===== src/rtl/cnt_pkg.sv =====
// Shared definitions for the second-tick timer family.
package cnt_pkg;

  // Per-channel state encoding; later timer blocks reuse these values.
  typedef enum logic [1:0] {
    ST_IDLE = 2'd0,
    ST_RUN  = 2'd1,
    ST_HALT = 2'd2
  } ch_state_e;

  localparam logic MODE_ONESHOT  = 1'b0;
  localparam logic MODE_PERIODIC = 1'b1;

endpackage


===== src/rtl/cnt_sec_ch.sv =====
// One timer channel: counts 1 s edges up to a latched terminal count, either once
// (one-shot) or repeatedly (periodic), with a sticky done flag and a one-cycle tick.
module cnt_sec_ch
  import cnt_pkg::*;
#(
  parameter int unsigned CNT_W = 4
) (
  input  logic             clk_out,
  input  logic             rst_n,
  input  logic             en_i,
  input  logic             mode_i,
  input  logic [CNT_W-1:0] limit_i,
  input  logic             clr_i,
  output logic             done_o,
  output logic             tick_o,
  output logic [CNT_W-1:0] cnt_o
);

  localparam logic [CNT_W-1:0] CntOne = CNT_W'(1);

  ch_state_e        state_q;
  logic [CNT_W-1:0] cnt_q;
  logic [CNT_W-1:0] lim_q;
  logic             mode_q;
  logic             done_q;
  logic             tick_q;
  logic [CNT_W-1:0] term_cnt;

  // Last count value before the terminal event; only used in RUN where lim_q != 0.
  assign term_cnt = lim_q - CntOne;

  // Channel FSM with all outputs registered; en low overrides everything else.
  always_ff @(posedge clk_out or negedge rst_n) begin
    if (!rst_n) begin
      state_q <= ST_IDLE;
      cnt_q   <= '0;
      lim_q   <= '0;
      mode_q  <= MODE_ONESHOT;
      done_q  <= 1'b0;
      tick_q  <= 1'b0;
    end else if (!en_i) begin
      state_q <= ST_IDLE;
      cnt_q   <= '0;
      done_q  <= 1'b0;
      tick_q  <= 1'b0;
    end else begin
      case (state_q)
        ST_IDLE: begin
          lim_q   <= limit_i;
          mode_q  <= mode_i;
          cnt_q   <= '0;
          tick_q  <= 1'b0;
          done_q  <= 1'b0;
          // A zero limit parks the channel inert until en drops.
          state_q <= (limit_i != '0) ? ST_RUN : ST_HALT;
        end
        ST_RUN: begin
          if (cnt_q == term_cnt) begin
            // Terminal event beats a simultaneous clr.
            cnt_q   <= '0;
            tick_q  <= 1'b1;
            done_q  <= 1'b1;
            state_q <= (mode_q == MODE_PERIODIC) ? ST_RUN : ST_HALT;
          end else begin
            cnt_q  <= cnt_q + CntOne;
            tick_q <= 1'b0;
            if (clr_i) done_q <= 1'b0;
          end
        end
        ST_HALT: begin
          tick_q <= 1'b0;
          if (clr_i) done_q <= 1'b0;
        end
        default: begin
          state_q <= ST_IDLE;
          cnt_q   <= '0;
          done_q  <= 1'b0;
          tick_q  <= 1'b0;
        end
      endcase
    end
  end

  assign done_o = done_q;
  assign tick_o = tick_q;
  assign cnt_o  = cnt_q;

endmodule


===== src/rtl/cnt_sec_timer.sv =====
// Multi-channel second-tick timer: NUM_CH independent channels on the 1 s clock,
// with limit and cnt_val packed CNT_W bits per channel, channel 0 in the LSBs.
module cnt_sec_timer
  import cnt_pkg::*;
#(
  parameter int unsigned NUM_CH = 2,
  parameter int unsigned CNT_W  = 4
) (
  input  logic                    clk_out,
  input  logic                    rst_n,
  input  logic [NUM_CH-1:0]       en,
  input  logic [NUM_CH-1:0]       mode,
  input  logic [NUM_CH*CNT_W-1:0] limit,
  input  logic [NUM_CH-1:0]       clr,
  output logic [NUM_CH-1:0]       done,
  output logic [NUM_CH-1:0]       tick,
  output logic [NUM_CH*CNT_W-1:0] cnt_val
);

  for (genvar g = 0; g < int'(NUM_CH); g++) begin : g_ch
    cnt_sec_ch #(
      .CNT_W(CNT_W)
    ) u_ch (
      .clk_out(clk_out),
      .rst_n  (rst_n),
      .en_i   (en[g]),
      .mode_i (mode[g]),
      .limit_i(limit[g*CNT_W +: CNT_W]),
      .clr_i  (clr[g]),
      .done_o (done[g]),
      .tick_o (tick[g]),
      .cnt_o  (cnt_val[g*CNT_W +: CNT_W])
    );
  end

endmodule


===== config.mk =====
export PLATFORM = sky130hd
export DESIGN_NAME = cnt_sec_timer
export DESIGN_NICKNAME = d
export VERILOG_FILES = /design/src/rtl/cnt_pkg.sv /design/src/rtl/cnt_sec_ch.sv /design/src/rtl/cnt_sec_timer.sv
export SDC_FILE = /design/constraint.sdc
export NUM_CORES = 1
export LEC_CHECK = 0
export CAP_MARGIN = 0
export CORE_ASPECT_RATIO = 0.5
export CORE_MARGIN = 10
export CORE_UTILIZATION = 40
export DETAILED_ROUTE_END_ITERATION = 12
export PLACE_DENSITY = 0.68
export SETUP_SLACK_MARGIN = 0.2
export SLEW_MARGIN = 20
export SYNTH_ARGS = -nofsm -noshare
export SYNTH_HDL_FRONTEND = slang
export SYNTH_HIERARCHICAL = 1
export SYNTH_SLANG_ARGS = --single-unit

===== constraint.sdc =====
create_clock -name clk_out -period 1.7 [get_ports clk_out]
set_input_delay 0.34 -clock clk_out [delete_from_list [all_inputs] [get_ports clk_out]]
set_output_delay 0.34 -clock clk_out [all_outputs]
set_load 0.02 [all_outputs]

-- Word-level counts from Yosys, hierarchy flattened
Cells that the tools add are included.
- add/subtract/negate cells: 4
- eq/ne operators: 10
- multiplexer cells: 30
- reductions and logical operators: 8
- operators by type and width (cell ; number):
    $mux 2 ; 8
    $mux 4 ; 4
    $pmux 4 s2 ; 2
    $mux 1 ; 12
    $pmux 2 s3 ; 2
    $add 4x1->4 const B ; 2
    $eq 4x4->1 ; 2
    $reduce_and 2->1 ; 4
    $reduce_bool 4->1 ; 2
    $sub 4x1->4 const B ; 2
    $ne 3x2->1 const B ; 2
    $eq 2x1->1 const B ; 2
    $eq 2x2->1 const B ; 2
    $logic_not 2->1 ; 2
    $ne 2x2->1 const B ; 2
    $pmux 1 s2 ; 2
- register bits after elaboration: 26
- bits of input ports: 16
- output and inout port bits: 12
- logic and storage cells: 64

-- Longest topological paths before layout
- depth in word-level cells: 5
- depth in mapped cells: 7
- mapped depth without buffers: 6

-- Cells and area by module
The synthesis kept the hierarchy.
- modules (own cells, without submodules) (module ; instances ; cells each ; area an instance (µm²) ; seq. area each (µm²)):
    cnt_sec_ch (g_ch[1].u_ch) ; 1 ; 71 ; 754.5 ; 325.3
    cnt_sec_ch (g_ch[0].u_ch) ; 1 ; 68 ; 748.2 ; 325.3

-- Least setup slack after synthesis
Ideal clock, no wire load.
- path type: flip-flop to flip-flop
- start point: register g_ch[1].u_ch.lim_q[0]
- end point: register g_ch[1].u_ch.cnt_q[0]
- setup time: 121 ps
- arrival: 1548 ps
- path slack: 31 ps
- cell stages (with the launch flop): 7
- buffers on the path: 0
- period minus slack after synthesis: 1669 ps
- path through: dfrtp_1 > inv_1 > ha_1 > xor3_1 > nor3_4 > nand2_1 > a22o_1
- longest elaborated chain between the ends: 5
- RTL lines (element ; line ; RTL):
    start: declaration ; cnt_sec_ch.sv:23 ; logic [CNT_W-1:0] lim_q;
    start signal: assignment ; cnt_sec_ch.sv:49 ; lim_q <= limit_i;
    $sub 4x1->4 ; cnt_sec_ch.sv:30 ; assign term_cnt = lim_q - CntOne;
    $eq 4x4->1 ; cnt_sec_ch.sv:58 ; if (cnt_q == term_cnt) begin
    $mux 4 ; cnt_sec_ch.sv:58 ;
    $pmux 4 s2 ; cnt_sec_ch.sv:47 ; case (state_q)
    $mux 4 ; cnt_sec_ch.sv:41 ; end else if (!en_i) begin
    end signal: assignment ; cnt_sec_ch.sv:65 ; cnt_q <= cnt_q + CntOne;
    end: declaration ; cnt_sec_ch.sv:22 ; logic [CNT_W-1:0] cnt_q;
No other way between the ends.
A chain may end at the register's enable or synchronous reset.

-- Final worst setup path
- start point: input limit[5]
- end point: register g_ch[1].u_ch.state_q[0]
- longest elaborated chain between the ends: 4
- RTL lines (element ; line ; RTL):
    start: declaration ; cnt_sec_timer.sv:13 ; input logic [NUM_CH*CNT_W-1:0] limit,
    $reduce_bool 4->1 ; cnt_sec_ch.sv:55 ; state_q <= (limit_i != '0) ? ST_RUN : ST_HALT;
    $mux 2 ; cnt_sec_ch.sv:55 ;
    $pmux 2 s3 ; cnt_sec_ch.sv:47 ;
    $mux 2 ; cnt_sec_ch.sv:41 ;
    end signal: assignment ; cnt_sec_ch.sv:55 ;
    end signal: assignment ; cnt_sec_ch.sv:63 ; state_q <= (mode_q == MODE_PERIODIC) ? ST_RUN : ST_HALT;
    end: declaration ; cnt_sec_ch.sv:21 ; ch_state_e state_q;
No other way between the ends.

==> impl_metrics.csv <==
group,metric,value,unit
pwr,leakage,0.962,nW
finish,antenna_cells,0,
detailed_routing,routed_wirelength,3490,um
detailed_routing,drc,0,
logic_synthesis,ys_ff_latch,26,
logic_synthesis,syn_area_per_cell,10.8,sq um
flow_run,maxCapViolCount,0,
critical_path,reg2reg_slack,0.13,ns
clock_network,tritoncts,"done",
clock_network,clock_latency,0.27,ns
critical_path,worstRegToRegCells,4,
detailed_routing,drt_first_iter_violations,35,
detailed_routing,top_layer,"met4",
finish,seq_area,656,sq um
clock_network,holdBufCountCts,0,
global_routing,antenna_found_initial,0,
placement,placed_area,1930,sq um
sta,drv_slew,0,
finish,syn_to_final_growth,43.5,%
logic_synthesis,ys_types,40,
critical_path,crit_slowest_cell,"or4_1",
critical_path,worstSetupEndpointType,"flop",
global_routing,track_usage,10.2,%
sta,rsz0062_at_grt,"yes",
clock_network,path_clk_slew,0.09,ns
sta,clock_skew,0.00304,ns
finish,multiInputGateArea,921,sq um
sta,fin_crit,1.59,ns
finish,layout_commonest_cell,"dfrtp_1",
floorplan,dieArea,6760,sq um
global_routing,grt_pass1_wl,5790,um
logic_synthesis,synth_ff_type,"dfrtp_1",
logic_synthesis,yosysWarnings,6,
clock_network,clock_sink_count,26,
detailed_routing,wl_per_cell,14.6,um
floorplan,core-area,3530,sq um
hold_path,hold_class,"in2async",
logic_synthesis,netlist_area,1500,sq um
finish,fin_nets,216,
floorplan,pin_count,28,
detailed_routing,drt-met1-wl,1530,um
logic_synthesis,ys_async_sr_fraction,100,%
floorplan,fp.dieW,107,um
placement,hpwl,2510,um
sta,maxSlewHeadroom,76.9,%
placement,io_buffers,27,
detailed_routing,route.antenna.remaining_nets,0,
finish,fill_cells,298,
critical_path,reg2reg_from,"g_ch[1].u_ch/lim_q[2]",
global_routing,overflow,0,
finish,layout_common_cells,"dfrtp_1, buf_4, clkdlybuf4s50_1",
pwr,power.total,3.47,mW
finish,stdcell_area,2160,sq um
sta,setup_violations,0,
detailed_routing,route.met3.wl,134,um
floorplan,rows,15,
clock_network,clockRootBuffer,"clkbuf_8",
outcome,status,"finished, final reports clean",
detailed_routing,dr.pass1.iters,5,
critical_path,worstPathRequired,1.86,ns
critical_path,startpoint_type,"input port",
logic_synthesis,synth_edf_count,0,
logic_synthesis,syn_nets,165,
logic_synthesis,netlist_instances,139,
placement,gp_congestion,0.754,
critical_path,critPathArrivalTime,1.75,ns
logic_synthesis,ys_seq_area_share,43.3,%
sta,hold_viol,0,
critical_path,cpPeakStageDelay,0.59,ns
critical_path,path_delay_family,"simple AND/OR/NAND/NOR gates",
critical_path,cp_cell_sequence,"clkdlybuf4s50_1, or4_1, nand3_1, nand4_1, o311a_1",
sta,hold_slack,0.441,ns
detailed_routing,vias,1237,
critical_path,critPathKind,"in2reg",
clock_network,clockBufferDepth,2,
detailed_routing,avgViaCountPerCell,5.15,
clock_network,cts_buffers,3,
floorplan,die_h,63.3,um
sta,fin_tns_setup,0,ns
pwr,ir_drop,0.790,mV
global_routing,grt_max_degree,27,
pwr,p_per_area,1610,nW/um^2
critical_path,crit_path_max_fanout,3,
sta,clock.fmax,629,MHz
sta,worst_pin_slew,0.344,ns
critical_path,worst_r2r_endpoint,"g_ch[1].u_ch/state_q[0]",
sta,finalCritPeriodShare,93.6,%
detailed_routing,dr_wl_met2,1790,um
floorplan,start_util,42.6,%
global_routing,grt_pass1_vias,1226,
critical_path,critPathBufInv,1,
clock_network,ctsHtreeMaxLevel,1,
finish,drive_above_1_share,31.7,%
-- cell type report --
cell class | instances | area share, %
repair buffers | 48 | 19.4
well taps | 51 | 2.96
flip-flops and latches | 26 | 30.4
clock buffers | 4 | 2.55
inverters | 11 | 1.92
multi-input cells | 100 | 42.7
-- worst max-delay path by stage --
stage                           from                       to  slack [ns]  cells past startpoint
2_1_floorplan  g_ch[0].u_ch/cnt_o[2]    g_ch[0].u_ch/cnt_o[0]        0.16                      4
3_3_place_gp                limit[5]  g_ch[1].u_ch/state_q[0]       -0.11                      5
3_5_place_dp                limit[5]  g_ch[1].u_ch/state_q[0]       -0.13                      5
4_1_cts        g_ch[1].u_ch/lim_q[2]  g_ch[1].u_ch/state_q[0]        0.11                      4
5_1_grt        g_ch[0].u_ch/lim_q[1]    g_ch[0].u_ch/cnt_o[0]        0.04                      6
6_report                    limit[5]  g_ch[1].u_ch/state_q[0]        0.11                      5
-- power by group --
part / switching, mW / leakage [nW] / internal, mW
Sequential: 0.172 / 0.328 / 0.817
Combinational: 0.989 / 0.605 / 1.09
Clock: 0.191 / 0.0288 / 0.207
-- synthesized netlist by cell type, types with 2 or more instances --
| master | number | area share (%) |
|---|---|---|
| dfrtp_1 | 26 | 43 |
| nand2_1 | 12 | 3.0 |
| inv_1 | 11 | 2.7 |
| ha_1 | 10 | 8.3 |
| nand3_1 | 8 | 2.7 |
| mux2_2 | 6 | 4.5 |
| nor3_1 | 5 | 1.7 |
| o21ai_0 | 5 | 1.7 |
| xnor2_1 | 5 | 2.9 |
| a21oi_1 | 4 | 1.3 |
| mux2_1 | 4 | 3.0 |
| a32o_1 | 3 | 2.0 |
| nor2_1 | 3 | 0.75 |
| o21ai_1 | 3 | 1.0 |
| a31oi_1 | 2 | 0.83 |
| nand3b_1 | 2 | 1.0 |
| nor3_4 | 2 | 2.2 |
| o22ai_1 | 2 | 0.83 |
| o311a_1 | 2 | 1.3 |
| o32a_1 | 2 | 1.3 |
| xor2_1 | 2 | 1.2 |
| xor3_1 | 2 | 3.2 |
-- through the flow --
step                util, %  instances  worst slack (ns)
floorplan                 -        139             0.162
global placement       54.8        224            -0.110
detailed placement     54.8        224            -0.128
CTS                    57.9        233             0.110
global route           61.1        240            0.0354
finish                 61.1        240             0.109
-- flip-flops by register name, indices dropped and copies added, names as in the netlist --
signal	flops
g_ch.u_ch/cnt_o	8
g_ch.u_ch/lim_q	8
g_ch.u_ch/state_q	4
g_ch.u_ch/done_o	2
g_ch.u_ch/mode_q	2
g_ch.u_ch/tick_o	2
-- per-layer routing --
metal	global-route usage, %	vias to the layer above
met5	0	-
met4	2.52	0
met3	2.64	4
met2	17.7	28
met1	12.1	600
li1	-	605
-- timing repair --
action                                  4_1_cts  5_1_grt
cloned                                        0        0
resized for setup                            22       18
buffers inserted                              5        7
pin swaps                                     7       11
endpoints found under the hold margin         0        0
endpoints found under the setup margin       27       20
-- kinds of logic (layout without fill, tap and decap cells) --
group | count (synthesis) | after routing | synth area share, %
xor gates and xnor gates | 10 | 10 | 8.33
muxes | 10 | 10 | 7.49
buffers and inverters | 13 | 63 | 3.25
DFF | 26 | 26 | 43.3
adders and majority gates | 10 | 10 | 8.33
and+or+nand+nor | 43 | 43 | 16.7
AOI/OAI and AO/OA | 27 | 27 | 12.6
Note: power is estimated with default switching activity, not from simulation.
